`config.mk`:
```
export PLATFORM = sky130hd
export DESIGN_NAME = axis_right_shift_divide_flat
export DESIGN_NICKNAME = d
export VERILOG_FILES = /design/src/rtl/axis_right_shift_divide_if.sv /design/src/rtl/axis_right_shift_divide.sv /design/src/flat_wrapper.sv
export SDC_FILE = /design/constraint.sdc
export NUM_CORES = 1
export LEC_CHECK = 0
export BUFFER_PORTS_ARGS = -buffer_cell sky130_fd_sc_hd__buf_4
export CAP_MARGIN = 20
export CORE_ASPECT_RATIO = 0.8
export CORE_UTILIZATION = 45
export CTS_BUF_LIST = sky130_fd_sc_hd__clkbuf_4
export DETAILED_ROUTE_END_ITERATION = 10
export HOLD_SLACK_MARGIN = 0.12
export PLACE_DENSITY_LB_ADDON = 0.25
export SETUP_SLACK_MARGIN = 0.4
export SYNTH_ARGS = -nofsm -noshare
export SYNTH_HDL_FRONTEND = slang
export SYNTH_SLANG_ARGS = --single-unit
```
`constraint.sdc`:
```
create_clock -name aclk -period 1.5 [get_ports aclk]
set_input_delay 0.15 -clock aclk [delete_from_list [all_inputs] [get_ports aclk]]
set_output_delay 0.15 -clock aclk [all_outputs]
set_load 0.02 [all_outputs]
```
`src/rtl/axis_right_shift_divide_if.sv`:
```
// AXI4-Stream handshake/data bundle shared by the scaler input and output.
// Signals: tvalid (source->sink), tready (sink->source), tdata (source->sink).
// master modport drives tvalid/tdata; slave modport drives tready.
interface axis_right_shift_divide_if #(
  parameter int WIDTH = 32
) ();
  logic             tvalid;
  logic             tready;
  logic [WIDTH-1:0] tdata;

  modport master (output tvalid, output tdata, input tready);
  modport slave  (input tvalid, input tdata, output tready);
endinterface

```
`src/rtl/axis_right_shift_divide.sv`:
```
// Signed divide-by-2**SHIFT with optional round-half-up and saturation to OUT_WIDTH.
// Latency: 1 clock from input transfer to m_axis.tvalid when output is empty/draining.
// Backpressure: 2-entry (output + skid) buffer; s_axis.tready = !skid_valid, registered.
// Ports: aclk, aresetn (async active-low); s_axis (slave: tvalid/tready/tdata, IN_WIDTH);
//        m_axis (master: tvalid/tready/tdata, OUT_WIDTH); sat_clr (sync clear of
//        sat_sticky); sat_sticky (set when a saturated sample leaves on m_axis).
module axis_right_shift_divide #(
  parameter int IN_WIDTH  = 32,
  parameter int OUT_WIDTH = 32,
  parameter int SHIFT     = 4,
  parameter int ROUND     = 1
) (
  input  logic                            aclk,
  input  logic                            aresetn,
  axis_right_shift_divide_if.slave        s_axis,
  axis_right_shift_divide_if.master       m_axis,
  input  logic                            sat_clr,
  output logic                            sat_sticky
);

  // Rounding constant 2**(SHIFT-1); guarded so SHIFT=0 never forms a negative shift.
  localparam int RSH = (SHIFT > 0) ? SHIFT - 1 : 0;
  localparam logic signed [IN_WIDTH:0] RND =
    (ROUND != 0 && SHIFT > 0) ? ({{IN_WIDTH{1'b0}}, 1'b1} << RSH) : '0;

  logic signed [IN_WIDTH:0] x_ext;
  logic signed [IN_WIDTH:0] r_sum;
  logic signed [IN_WIDTH:0] q_shr;
  logic [OUT_WIDTH-1:0]     res_dat;
  logic                     res_sat;

  // One extra bit of headroom so adding the rounding constant can never wrap.
  always_comb begin
    x_ext = {s_axis.tdata[IN_WIDTH-1], s_axis.tdata};
    r_sum = x_ext + RND;
    q_shr = r_sum >>> SHIFT;
    // q fits in OUT_WIDTH iff every bit from the MSB down to bit OUT_WIDTH-1 agrees.
    res_sat = (q_shr[IN_WIDTH:OUT_WIDTH-1] != {(IN_WIDTH-OUT_WIDTH+2){q_shr[IN_WIDTH]}});
    if (!res_sat)
      res_dat = q_shr[OUT_WIDTH-1:0];
    else if (q_shr[IN_WIDTH])
      res_dat = {1'b1, {(OUT_WIDTH-1){1'b0}}};
    else
      res_dat = {1'b0, {(OUT_WIDTH-1){1'b1}}};
  end

  logic                 or_vld, or_sat;
  logic [OUT_WIDTH-1:0] or_dat;
  logic                 sk_vld, sk_sat;
  logic [OUT_WIDTH-1:0] sk_dat;
  logic                 s_rdy;
  logic                 in_xfer, out_xfer, sk_vld_nxt;

  assign in_xfer  = s_axis.tvalid & s_rdy;
  assign out_xfer = or_vld & m_axis.tready;

  // Skid fills only when OR is held and a new sample arrives; empties on any output transfer.
  assign sk_vld_nxt = sk_vld ? !out_xfer : (or_vld & !out_xfer & in_xfer);

  always_ff @(posedge aclk or negedge aresetn) begin
    if (!aresetn) begin
      or_vld     <= 1'b0;
      or_sat     <= 1'b0;
      or_dat     <= '0;
      sk_vld     <= 1'b0;
      sk_sat     <= 1'b0;
      sk_dat     <= '0;
      s_rdy      <= 1'b0;
      sat_sticky <= 1'b0;
    end else begin
      if (!or_vld) begin
        if (in_xfer) begin
          or_vld <= 1'b1;
          or_dat <= res_dat;
          or_sat <= res_sat;
        end
      end else if (!sk_vld) begin
        if (in_xfer && out_xfer) begin
          or_dat <= res_dat;
          or_sat <= res_sat;
        end else if (out_xfer) begin
          or_vld <= 1'b0;
        end else if (in_xfer) begin
          sk_dat <= res_dat;
          sk_sat <= res_sat;
        end
      end else if (out_xfer) begin
        or_dat <= sk_dat;
        or_sat <= sk_sat;
      end
      sk_vld <= sk_vld_nxt;
      s_rdy  <= !sk_vld_nxt;

      // A saturated sample leaving in the same cycle as a clear keeps the flag set.
      if (out_xfer && or_sat)
        sat_sticky <= 1'b1;
      else if (sat_clr)
        sat_sticky <= 1'b0;
    end
  end

  assign s_axis.tready = s_rdy;
  assign m_axis.tvalid = or_vld;
  assign m_axis.tdata  = or_dat;

endmodule

```
`src/flat_wrapper.sv`:
```
// flat-port wrapper written by rule: the top's interface ports become plain ports
module axis_right_shift_divide_flat 
#(
  parameter int IN_WIDTH  = 32,
  parameter int OUT_WIDTH = 32,
  parameter int SHIFT     = 4,
  parameter int ROUND     = 1
)
  (aclk, aresetn, sat_clr, sat_sticky, s_axis_tvalid, s_axis_tdata, s_axis_tready, m_axis_tvalid, m_axis_tdata, m_axis_tready);
  axis_right_shift_divide_if #(.WIDTH(32)) s_axis_i ();
  axis_right_shift_divide_if #(.WIDTH(32)) m_axis_i ();
  input  logic aclk;
  input  logic aresetn;
  input  logic sat_clr;
  output logic sat_sticky;
  input wire logic [$bits(s_axis_i.tvalid)-1:0] s_axis_tvalid;
  input wire logic [$bits(s_axis_i.tdata)-1:0] s_axis_tdata;
  output wire logic [$bits(s_axis_i.tready)-1:0] s_axis_tready;
  output wire logic [$bits(m_axis_i.tvalid)-1:0] m_axis_tvalid;
  output wire logic [$bits(m_axis_i.tdata)-1:0] m_axis_tdata;
  input wire logic [$bits(m_axis_i.tready)-1:0] m_axis_tready;
  assign s_axis_i.tvalid = s_axis_tvalid;
  assign s_axis_i.tdata = s_axis_tdata;
  assign s_axis_tready = s_axis_i.tready;
  assign m_axis_tvalid = m_axis_i.tvalid;
  assign m_axis_tdata = m_axis_i.tdata;
  assign m_axis_i.tready = m_axis_tready;
  axis_right_shift_divide #(.IN_WIDTH(IN_WIDTH), .OUT_WIDTH(OUT_WIDTH), .SHIFT(SHIFT), .ROUND(ROUND)) u_core (.aclk(aclk), .aresetn(aresetn), .s_axis(s_axis_i), .m_axis(m_axis_i), .sat_clr(sat_clr), .sat_sticky(sat_sticky));
endmodule
```
## Yosys cells after proc, flatten, opt, wreduce, memory -nomap -nowiden

Cells that the tools add are included.

| word-level totals | value |
|---|---|
| bits in registers | 66 |
| output and inout bits | 35 |
| logic and storage cells | 43 |

| cells by class | value |
|---|---|
| add/subtract/negate cells | 1 |
| equality and inequality tests | 2 |
| mux-type cells | 18 |
| bitwise gates (word level) | 7 |
| reduce and logical (&&, ||, !) cells | 8 |

Operators by type and width:

| cell | number |
|---|---|
| $mux 32 | 5 |
| $add 32x5->33 const B | 1 |
| $mux 1 | 13 |
| $ne 3x3->1 const B | 2 |
| $reduce_and 5->1 | 1 |
| $and 1x1->1 | 4 |
| $reduce_bool 2->1 | 2 |
| $not 1->1 | 3 |
| $reduce_and 3->1 | 1 |
| $logic_and 1x1->1 | 2 |
| $logic_not 1->1 | 2 |

## Longest topological paths before layout

Gate-level depths: netlist of run 1.

| logic depth | value |
|---|---|
| depth after elaboration | 6 |
| mapped depth | 7 |

## Least setup slack after synthesis of run 1

No wires, ideal clock.

| timing | value |
|---|---|
| path type | flip-flop to flip-flop |
| start point | register u_core.or_vld, in the netlist u_core.m_axis.tvalid |
| end point | register u_core.or_dat[17], in the netlist u_core.m_axis.tdata[17] |
| setup time | 125 ps |
| arrival | 1571 ps |
| data required time | 1375 ps |
| setup slack | -196 ps |
| stages on the path, launching flop included | 5 |
| clock period less this slack | 1696 ps |
| path through | dfrtp_1 nand2_1 a21oi_2 clkbuf_1 mux2_2 |

| between the ends | value |
|---|---|
| cells in the longest elaborated chain, start to end | 4 |
| elaborated cells on any way between the ends | 7 |
| those cells by class | eq/ne (2); mux (1); bitwise (1); reduce/logical (3) |

Ends and longest elaborated chain:

| element | line | source |
|---|---|---|
| start, declared | axis_right_shift_divide.sv:47 | `logic or_vld, or_sat;` |
| start signal, assigned | axis_right_shift_divide.sv:62 | `or_vld <= 1'b0;` |
| start signal, assigned | axis_right_shift_divide.sv:73 | `or_vld <= 1'b1;` |
| start signal, assigned | axis_right_shift_divide.sv:82 | `or_vld <= 1'b0;` |
| $and 1x1->1 | axis_right_shift_divide.sv:55 | `assign out_xfer = or_vld & m_axis.tready;` |
| $logic_and 1x1->1 | axis_right_shift_divide.sv:78 | `if (in_xfer && out_xfer) begin` |
| $ne 3x3->1 (no line) | n/a |  |
| $reduce_and 3->1 (no line) | n/a |  |
| end signal, assigned | axis_right_shift_divide.sv:74 | `or_dat <= res_dat;` |
| end signal, assigned | axis_right_shift_divide.sv:79 | `or_dat <= res_dat;` |
| end signal, assigned | axis_right_shift_divide.sv:88 | `or_dat <= sk_dat;` |
| end, declared | axis_right_shift_divide.sv:48 | `logic [OUT_WIDTH-1:0] or_dat;` |

Parallel ways exist; a longest one is shown, timed or not.
A chain may end at the register's enable or synchronous reset.

## Final worst setup path of run 1

| timing | value |
|---|---|
| start point | register u_core.or_vld, in the netlist u_core.m_axis.tvalid |
| end point | register u_core.sk_dat[23] |

| between the ends | value |
|---|---|
| cells in the longest elaborated chain, start to end | 4 |
| elaborated cells on any way between the ends | 5 |
| those cells by class | bitwise (3); reduce/logical (2) |

Ends and longest elaborated chain:

| element | line | source |
|---|---|---|
| $and 1x1->1 | axis_right_shift_divide.sv:55 |  |
| $logic_and 1x1->1 | axis_right_shift_divide.sv:78 |  |
| $not 1->1 (no line) | n/a |  |
| $reduce_and 5->1 (no line) (*) | n/a |  |
| end signal, assigned | axis_right_shift_divide.sv:84 | `sk_dat <= res_dat;` |
| end, declared | axis_right_shift_divide.sv:50 | `logic [OUT_WIDTH-1:0] sk_dat;` |

Mark *: on every way between the ends. The rest lies on a longest branch, timed or not.

==> results of run 1 <==
layout by cell type, fill, tap and decap left out, types with 6 or more instances in the layout:
cell type and count:
buf_4 98, dfrtp_1 56, buf_6 45, nor2_1 33
a21oi_1 28, nand2_1 19, nand3_1 18, xor2_1 17
o21ai_1 16, dlygate4sd3_1 12, inv_1 11, a21oi_2 11
clkbuf_4 11, o21ai_2 7, or3_1 7, a21oi_4 6
buf_12 6
path summary, 6_finish.rpt:
check / start / to / cells after the start
max: u_core.m_axis.tvalid / u_core.sk_dat[23] / 7
min: s_axis_tvalid / u_core.m_axis.tvalid / 3
max reg2reg: u_core.m_axis.tvalid / u_core.sk_dat[23] / 7
min reg2reg: u_core.m_axis.tdata[2] / u_core.m_axis.tdata[2] / 2
max in group asynchronous: aresetn / u_core.m_axis.tdata[30] / 3
min in group asynchronous: aresetn / u_core.m_axis.tdata[5] / 2
repair_timing:
action                                  4_1_cts  5_1_grt
endpoints found under the hold margin        86        2
cloned                                        3        4
setup buffers                                24       18
gates resized for setup                      87       39
endpoints found under the setup margin       92       95
pin swaps                                    15       11
sequential cells by signal, summed over array words and instances, names as in the netlist:
signal	count
u_core.sk_vld	1
u_core.m_axis.tvalid	1
u_core.m_axis.tdata	29
u_core.sk_dat	29
u_core.s_axis.tready	1
cell usage after synthesis (2+ instances only):
library cell | count | area share, %
a21o_1 | 3 | 0.72
a21oi_1 | 44 | 7.0
a2bb2oi_1 | 2 | 0.56
a31oi_1 | 4 | 0.80
and2_1 | 3 | 0.60
and3_1 | 6 | 1.2
and4_1 | 4 | 1.1
buf_2 | 2 | 0.32
buf_4 | 4 | 0.96
clkbuf_1 | 13 | 1.6
dfrtp_1 | 61 | 49
inv_1 | 11 | 1.3
mux2_2 | 3 | 1.1
nand2_1 | 24 | 2.9
nand3_1 | 18 | 2.9
nand4_1 | 4 | 0.80
nor2_1 | 41 | 4.9
nor2b_1 | 2 | 0.40
nor3_1 | 2 | 0.32
nor4_1 | 2 | 0.40
nor4_4 | 2 | 1.4
o21ai_0 | 23 | 3.7
o21ai_1 | 5 | 0.80
o22ai_1 | 9 | 1.8
o31a_1 | 2 | 0.56
o31ai_1 | 2 | 0.48
or3_1 | 8 | 1.6
xnor2_1 | 5 | 1.4
xor2_1 | 17 | 4.7
layout make-up:
cell class | count | area (sq um) | share of cell area [%]
Clock buffer | 11 | 82.58 | 1.564
Clock inverter | 5 | 75.07 | 1.422
Inverter | 12 | 45.04 | 0.8533
Multi-Input combinational cell | 251 | 1783 | 33.78
Sequential cell | 61 | 1533 | 29.04
Tap cell | 84 | 105.1 | 1.991
Timing Repair Buffer | 168 | 1655 | 31.36
per-layer routing:
metal | global-route usage [%] | routed length [um]
met3 | 5.655 | 883
met1 | 39.21 | 4738
met2 | 46.50 | 5376
met4 | 9.552 | 261
met5 | 0 | 0
power groups by stage:
stage | logic, mW | clock network, mW | registers (mW)
4_1_cts | 5.26 | 1.33 | 3.06
3_3_place_gp | 3.77 | 0 | 2.98
3_5_place_dp | 3.87 | 0 | 3.00
6_report | 6.33 | 1.33 | 3.18
2_1_floorplan | 2.01 | 0 | 3.43
5_1_grt | 6.69 | 1.43 | 3.26
cell families after synthesis:
kind of cell | Yosys count
and+or+nand+nor | 124
muxes | 5
other | 1
adders and majority gates | 1
DFF | 61
AOI/OAI and AO/OA | 98
buffers and inverters | 32
xor gates and xnor gates | 22
worst max-delay path, stage by stage (launching register included):
cell     delay (ns)
dfrtp_2        0.43
buf_4          0.13
inv_2          0.05
nor4_4         0.14
buf_6          0.20
buf_12         0.17
nor2_1         0.05
a21oi_1        0.18
==> run metrics, run 1 <==
P&R area growth vs syn=67.89%; run status=finished clean; IO Pins=72; startpoint types=flop; GRT Util Overall=29.01%; post-synthesis mux area share=1.910%; largest family of logic cells by synthesized area=simple AND/OR/NAND/NOR gates; Nets=541; non-filler cells, final=592; sequential share of power=29.3%; Placer Congestion=0.8298; placed cell area=4071 sq um; PortBufs=66; WS Path Type=reg -> reg; Synthesis Warnings=0; clock skew=0.02503 ns; number of distinct library cells after synthesis=47; period utilization=97.05%; Std-Cell Rows=26; minimum clock period=1.456 ns; Synth Area in XOR/XNOR=6.128%; total clock buffers created by CTS=9; post-route cell area=5279 sq um; H-tree levels=3; Synth Area in Compound Gates=17.47%; # hold bufs at CTS=12; Longest Clk Path Bufs=2; Fmax=687.0 MHz; Synth Register Bits=61; flop2flop setup slack=0.04 ns; DRT antenna net count=0; CP max FO=17; antenna violations before repair=0; DR WL/cell=19.02 um; CP arrival=1.79 ns; number of synthesized flops with an enable pin=0; clock latency at the later pin of the worst-skew pair=0.43 ns; Worst setup EP type=flop; PwrDens=2054 nW/um^2; Comb pwr share=58.4%; CP required=1.83 ns; adder-cell area share of the yosys netlist=0.3979%; final hold vios=0; area of the core=6571 sq um; hpwl dp=5990 um; ANT cells=0; Die W=95.46 um; Fin Hold WS=0.02868 ns; final worst setup slack=0.04431 ns; # Max-Cap Violations=0; TritonCTS clock tree=done; Die ar.=7328 sq um; Finished Core Util=80.33%; fin. max-slew vios=0; clock share of power=12.3%; Vias/cell=5.816; NetSw=4.326 mW; Avg Synthesized Cell Area=9.140 sq um; Worst VDD drop=1.116 mV; DRC violations left=0; filler cell count=366; Iteration-0 DRC Markers=212; total wire length=11260 um; clk slew on worst S/H paths=0.11 ns; placed cells=515; Vias=3443; sequential fraction of the synthesis area=48.55%; RSZ-0062 raised after global routing=yes; Setup-failing EPs final=0; Die H=76.77 um; pre-CTS setup slack=-0.1341 ns; Synth Flop Type=dfrtp_1; total grt overflow=0; DR pass1 iterations=5; Synth async-reset ratio=100.0%; Syn Nets=382; vias in the first global route=3400; switching share of power=39.89%; largest net degree at the start of global routing=29; HP Class=in -> reg; share of cells above drive strength 1=47.24%; Synth Cell Area=3144 sq um; post-synthesis simple-gate area fraction=21.05%; Leak=2.323 nW; clk sink count=61; total power=10.84 mW; Cells after Synth=344; Root Buffer=clkbuf_4; Initial Utilization=47.85%; post-route setup TNS=0 ns; internal power=6.519 mW; first-pass GRT wire length=16340 um
Power figures use the tool's default switching activity.
==> run 2: changes to the inputs <==
==> constraint.sdc (replaced) <==
create_clock -name aclk -period 1.5 [get_ports aclk]
set_input_delay 0.075 -clock aclk [delete_from_list [all_inputs] [get_ports aclk]]
set_output_delay 0.075 -clock aclk [all_outputs]
set_load 0.02 [all_outputs]
==> run 2 against run 1 <==
The run now ends with negative setup slack left. Sequential power grew 3%. Utilization increased by 2.4 points. Clock skew fell by 0.014 ns. Combinational power rose by 5.7%. Critical endpoint is now u_core.m_axis.tdata[10]. Largest cell class unchanged. Highest routed layer unchanged.
==> run metrics, run 2 (synthesis gave the netlist of run 1 again) <==
Vias/cell=5.973; clk slew on worst S/H paths=0.11 ns; Fmax=659.2 MHz; Tightest Pin Transition=0.7824 ns; clock latency at the later pin of the worst-skew pair=0.41 ns; Setup-failing EPs final=1; Die W=95.46 um; flop2flop setup slack=-0.02 ns; final worst setup slack=-0.01709 ns; CP max FO=6; non-filler cells, final=582; placed cells=503; violated checks=negative setup slack; PortBufs=66; Std-Cell Rows=26; Die H=76.77 um; # hold bufs at CTS=26; # Max-Cap Violations=0; Worst slew margin=47.10%; share of cells above drive strength 1=53.41%; post-route setup TNS=-0.01709 ns; IO Pins=72; Nets=531; FF-to-FF path depth=6; RSZ-0062 raised after global routing=yes; DRT antenna net count=0; DRC violations left=0; period utilization=101.1%; total clock buffers created by CTS=9; Iteration-0 DRC Markers=260; Die ar.=7328 sq um; commonest non-fill, non-tap cell in the layout=buf_4; CP arrival=1.84 ns; Worst Setup SP=u_core.m_axis.tvalid; Longest Clk Path Bufs=2; Finished Core Util=82.69%; TritonCTS clock tree=done; Placer Congestion=0.8520; most frequent cells in the layout=buf_4, dfrtp_1, buf_6; vias in the first global route=3334; termination of the worst setup path=u_core.m_axis.tdata[10]; P&R area growth vs syn=72.82%; fin. max-slew vios=0; final hold vios=0; clk sink count=61; Vias=3476; total grt overflow=0; filler cell count=350; clock skew=0.01115 ns; startpoint types=flop; run status=finished, violations left; PwrDens=2045 nW/um^2; hpwl dp=5858 um; minimum clock period=1.517 ns; total wire length=12520 um; CP required=1.82 ns; Root Buffer=clkbuf_4; GRT Util Overall=30.68%; Leak=2.302 nW; Initial Utilization=47.85%; antenna violations before repair=0; Fin Hold WS=0.1311 ns; ANT cells=0; pre-CTS setup slack=-0.08394 ns; Worst VDD drop=1.202 mV; area of the core=6571 sq um; first-pass GRT wire length=17010 um; largest net degree at the start of global routing=33; reg2reg start=u_core.m_axis.tvalid; RR Endpoint=u_core.m_axis.tdata[10]; DR pass1 iterations=5; HP Class=in -> async; H-tree levels=3; Worst setup EP type=flop; WS Path Type=reg -> reg; DR WL/cell=21.51 um
[run 2: changes by cell type in the layout (fill, tap and decap cells not counted), moves of 7 or more]
cell,previous run,this run
a21oi_1,28,11
dlygate4sd3_1,12,26
buf_4,98,88
nor2_1,33,16
nor2_4,3,15
nand2_1,19,12
buf_6,45,30
a21oi_2,11,29
[run 2: where the power goes]
group / internal, mW / switching [mW]
clock network: 0.511 / 0.629
registers: 2.49 / 0.792
logic: 3.31 / 3.38
[run 2: how the worst min path moves through the flow]
stage / start / endpoint / slack (ns)
global placement: aresetn / u_core.m_axis.tdata[24] / 0.05
finish: aresetn / u_core.m_axis.tdata[25] / 0.13
CTS: s_axis_tdata[21] / u_core.sk_dat[17] / 0.06
floorplan: aresetn / u_core.m_axis.tdata[0] / -0.22
detailed placement: aresetn / u_core.m_axis.tdata[25] / 0.05
global route: s_axis_tdata[21] / u_core.sk_dat[17] / 0.14
[run 2: metal layers]
metal	vias up	part of all wire, %	track usage (%)
li1	1521	-	-
met1	1691	40	41.05
met2	211	48	47.29
met3	53	8.4	8.730
met4	0	3.7	10.75
met5	-	0	0
[run 2: layout make-up]
cell class / instances / area, sq um / share of cell area (%)
Multi-Input combinational cell: 252 / 2078 / 38.25
Timing Repair Buffer: 157 / 1544 / 28.41
Sequential cell: 61 / 1533 / 28.21
Tap cell: 84 / 105.1 / 1.934
Clock buffer: 10 / 75.07 / 1.382
Clock inverter: 6 / 53.80 / 0.9901
Inverter: 12 / 45.04 / 0.8289
[run 2: timing repair]
action                                  in CTS  in global routing
buffers inserted                            20                 10
gates resized for setup                     92                 98
cloned                                       6                  1
pin swaps                                   43                 17
hold endpoints to repair                   103                  1
endpoints found under the setup margin      64                 75
[run 2: metrics by stage]
stage | instance area (sq um) | power, mW
CTS | 4966 | 9.532
floorplan | 3297 | 5.462
detailed placement | 3969 | 6.810
finish | 5434 | 11.11
global route | 5434 | 11.58
global placement | 3969 | 6.696
[run 2: worst max-delay path, cell delays in order, from the launching register on]
cell and delay [ns]:
dfrtp_2 0.49, nor2b_4 0.18, a21oi_4 0.23, buf_6 0.18, buf_4 0.11, o21ai_1 0.07, a21oi_1 0.18
==> run 3: changes to the inputs <==
==> constraint.sdc (replaced) <==
create_clock -name aclk -period 1.5 [get_ports aclk]
set_input_delay 0.3 -clock aclk [delete_from_list [all_inputs] [get_ports aclk]]
set_output_delay 0.3 -clock aclk [all_outputs]
set_load 0.02 [all_outputs]
==> run 3 against run 2 <==
Global-route usage is 2.0 points lower. Wire length fell by 13%. Combinational power fell by 5.5%. The flow now finishes without violations. Clock skew up 0.0021 ns. Non-clock buffer count is 3 lower. Flip-flop and latch count unchanged.
==> run metrics, run 3 (synthesis gave the netlist of run 1 again) <==
H-tree levels=3; Die ar.=7328 sq um; run status=finished clean; final worst setup slack=0.04275 ns; DR WL/cell=18.71 um; Worst setup EP type=flop; placed cell area=4100 sq um; period utilization=97.15%; PortBufs=66; share of cells above drive strength 1=56.97%; Initial Utilization=47.85%; TritonCTS clock tree=done; vias in the first global route=3246; CP max FO=8; first-pass GRT wire length=15750 um; HP Class=in -> reg; ANT cells=0; P&R area growth vs syn=69.68%; total wire length=10830 um; IO Pins=72; Die W=95.46 um; post-route cell area=5335 sq um; Finished Core Util=81.19%; Longest Clk Path Bufs=2; hpwl dp=6108 um; pre-CTS setup slack=-0.2915 ns; worst path cell trace=nor4_4 > buf_6 > clkbuf_16 > nor2_4 > a21oi_2; Leak=2.278 nW; fin. max-slew vios=0; # Max-Cap Violations=0; Std-Cell Rows=26; most frequent cells in the layout=buf_4, dfrtp_1, buf_6; total grt overflow=0; CP arrival=1.83 ns; clk sink count=61; clock latency at the later pin of the worst-skew pair=0.44 ns; Vias/cell=5.668; clock skew=0.01320 ns; startpoint types=flop; final hold vios=0; WS Path Type=reg -> reg; antenna violations before repair=0; Iteration-0 DRC Markers=247; minimum clock period=1.457 ns; post-route setup TNS=0 ns; Setup-failing EPs final=0; DR pass1 iterations=5; RSZ-0062 raised after global routing=yes; Nets=528; Die H=76.77 um; commonest non-fill, non-tap cell in the layout=buf_4; Placer Congestion=0.8501; clk slew on worst S/H paths=0.11 ns; DRT antenna net count=0; Worst VDD drop=1.423 mV; Vias=3282; DRC violations left=0; Fmax=686.2 MHz; total power=10.90 mW; GRT Util Overall=28.69%; CP required=1.87 ns; total clock buffers created by CTS=9; CP top delay family=flip-flops; CP max stage delay=0.48 ns; PwrDens=2043 nW/um^2; Slowest-stage cell, CP=dfrtp_2; largest net degree at the start of global routing=36; area of the core=6571 sq um; worst path bufs/invs=2; flop2flop setup slack=0.04 ns; Root Buffer=clkbuf_4
## run 3: area by class of cell
| type | instances | area, sq um |
|---|---|---|
| inverters | 12 | 45.04 |
| fillers | 380 | 1236 |
| flip-flops and latches | 61 | 1533 |
| well taps | 84 | 105.1 |
| clock inverters | 6 | 77.57 |
| multi-input cells | 252 | 2056 |
| clock buffers | 10 | 75.07 |
| repair buffers | 154 | 1444 |
## run 3: through the flow
| step | hold WS (ns) | instances |
|---|---|---|
| after global routing | 0.1660 | 579 |
| after floorplan | 0.004409 | 344 |
| after CTS | 0.1469 | 565 |
| after detailed placement | 0.1805 | 515 |
| after global placement | 0.1816 | 515 |
| final | 0.1538 | 579 |
## run 3: routing by layer
| layer | global-route usage [%] | vias to the layer above | share of wire, % |
|---|---|---|---|
| li1 | - | 1505 | - |
| met1 | 36.90 | 1629 | 41 |
| met2 | 46.86 | 122 | 50 |
| met3 | 6.250 | 26 | 5.8 |
| met4 | 10.90 | 0 | 2.7 |
| met5 | 0 | - | 0 |
## run 3: timing repair
item / 4_1_cts / 5_1_grt
buffers inserted: 30 / 12
endpoints found under the hold margin: 62 / 0
hold buffers: 2 / 0
pin swaps: 11 / 14
gates cloned: 2 / 2
setup endpoints to repair: 92 / 93
gates resized for setup: 82 / 98
## run 3: final timing paths
kind	cells after the start	startpoint	end
max	5	u_core.sk_vld	u_core.sk_dat[21]
max in group asynchronous	3	aresetn	u_core.m_axis.tdata[12]
min reg2reg	2	u_core.m_axis.tdata[4]	u_core.m_axis.tdata[4]
min	2	m_axis_tready	u_core.s_axis.tready
max reg2reg	5	u_core.sk_vld	u_core.sk_dat[21]
min in group asynchronous	2	aresetn	u_core.m_axis.tvalid
## run 3: report_power, final
group | switching [mW] | leakage (nW) | total [mW] | internal [mW]
combinational | 3.04 | 1.49 | 6.32 | 3.28
clock | 0.647 | 0.0852 | 1.32 | 0.678
sequential | 0.770 | 0.701 | 3.26 | 2.49
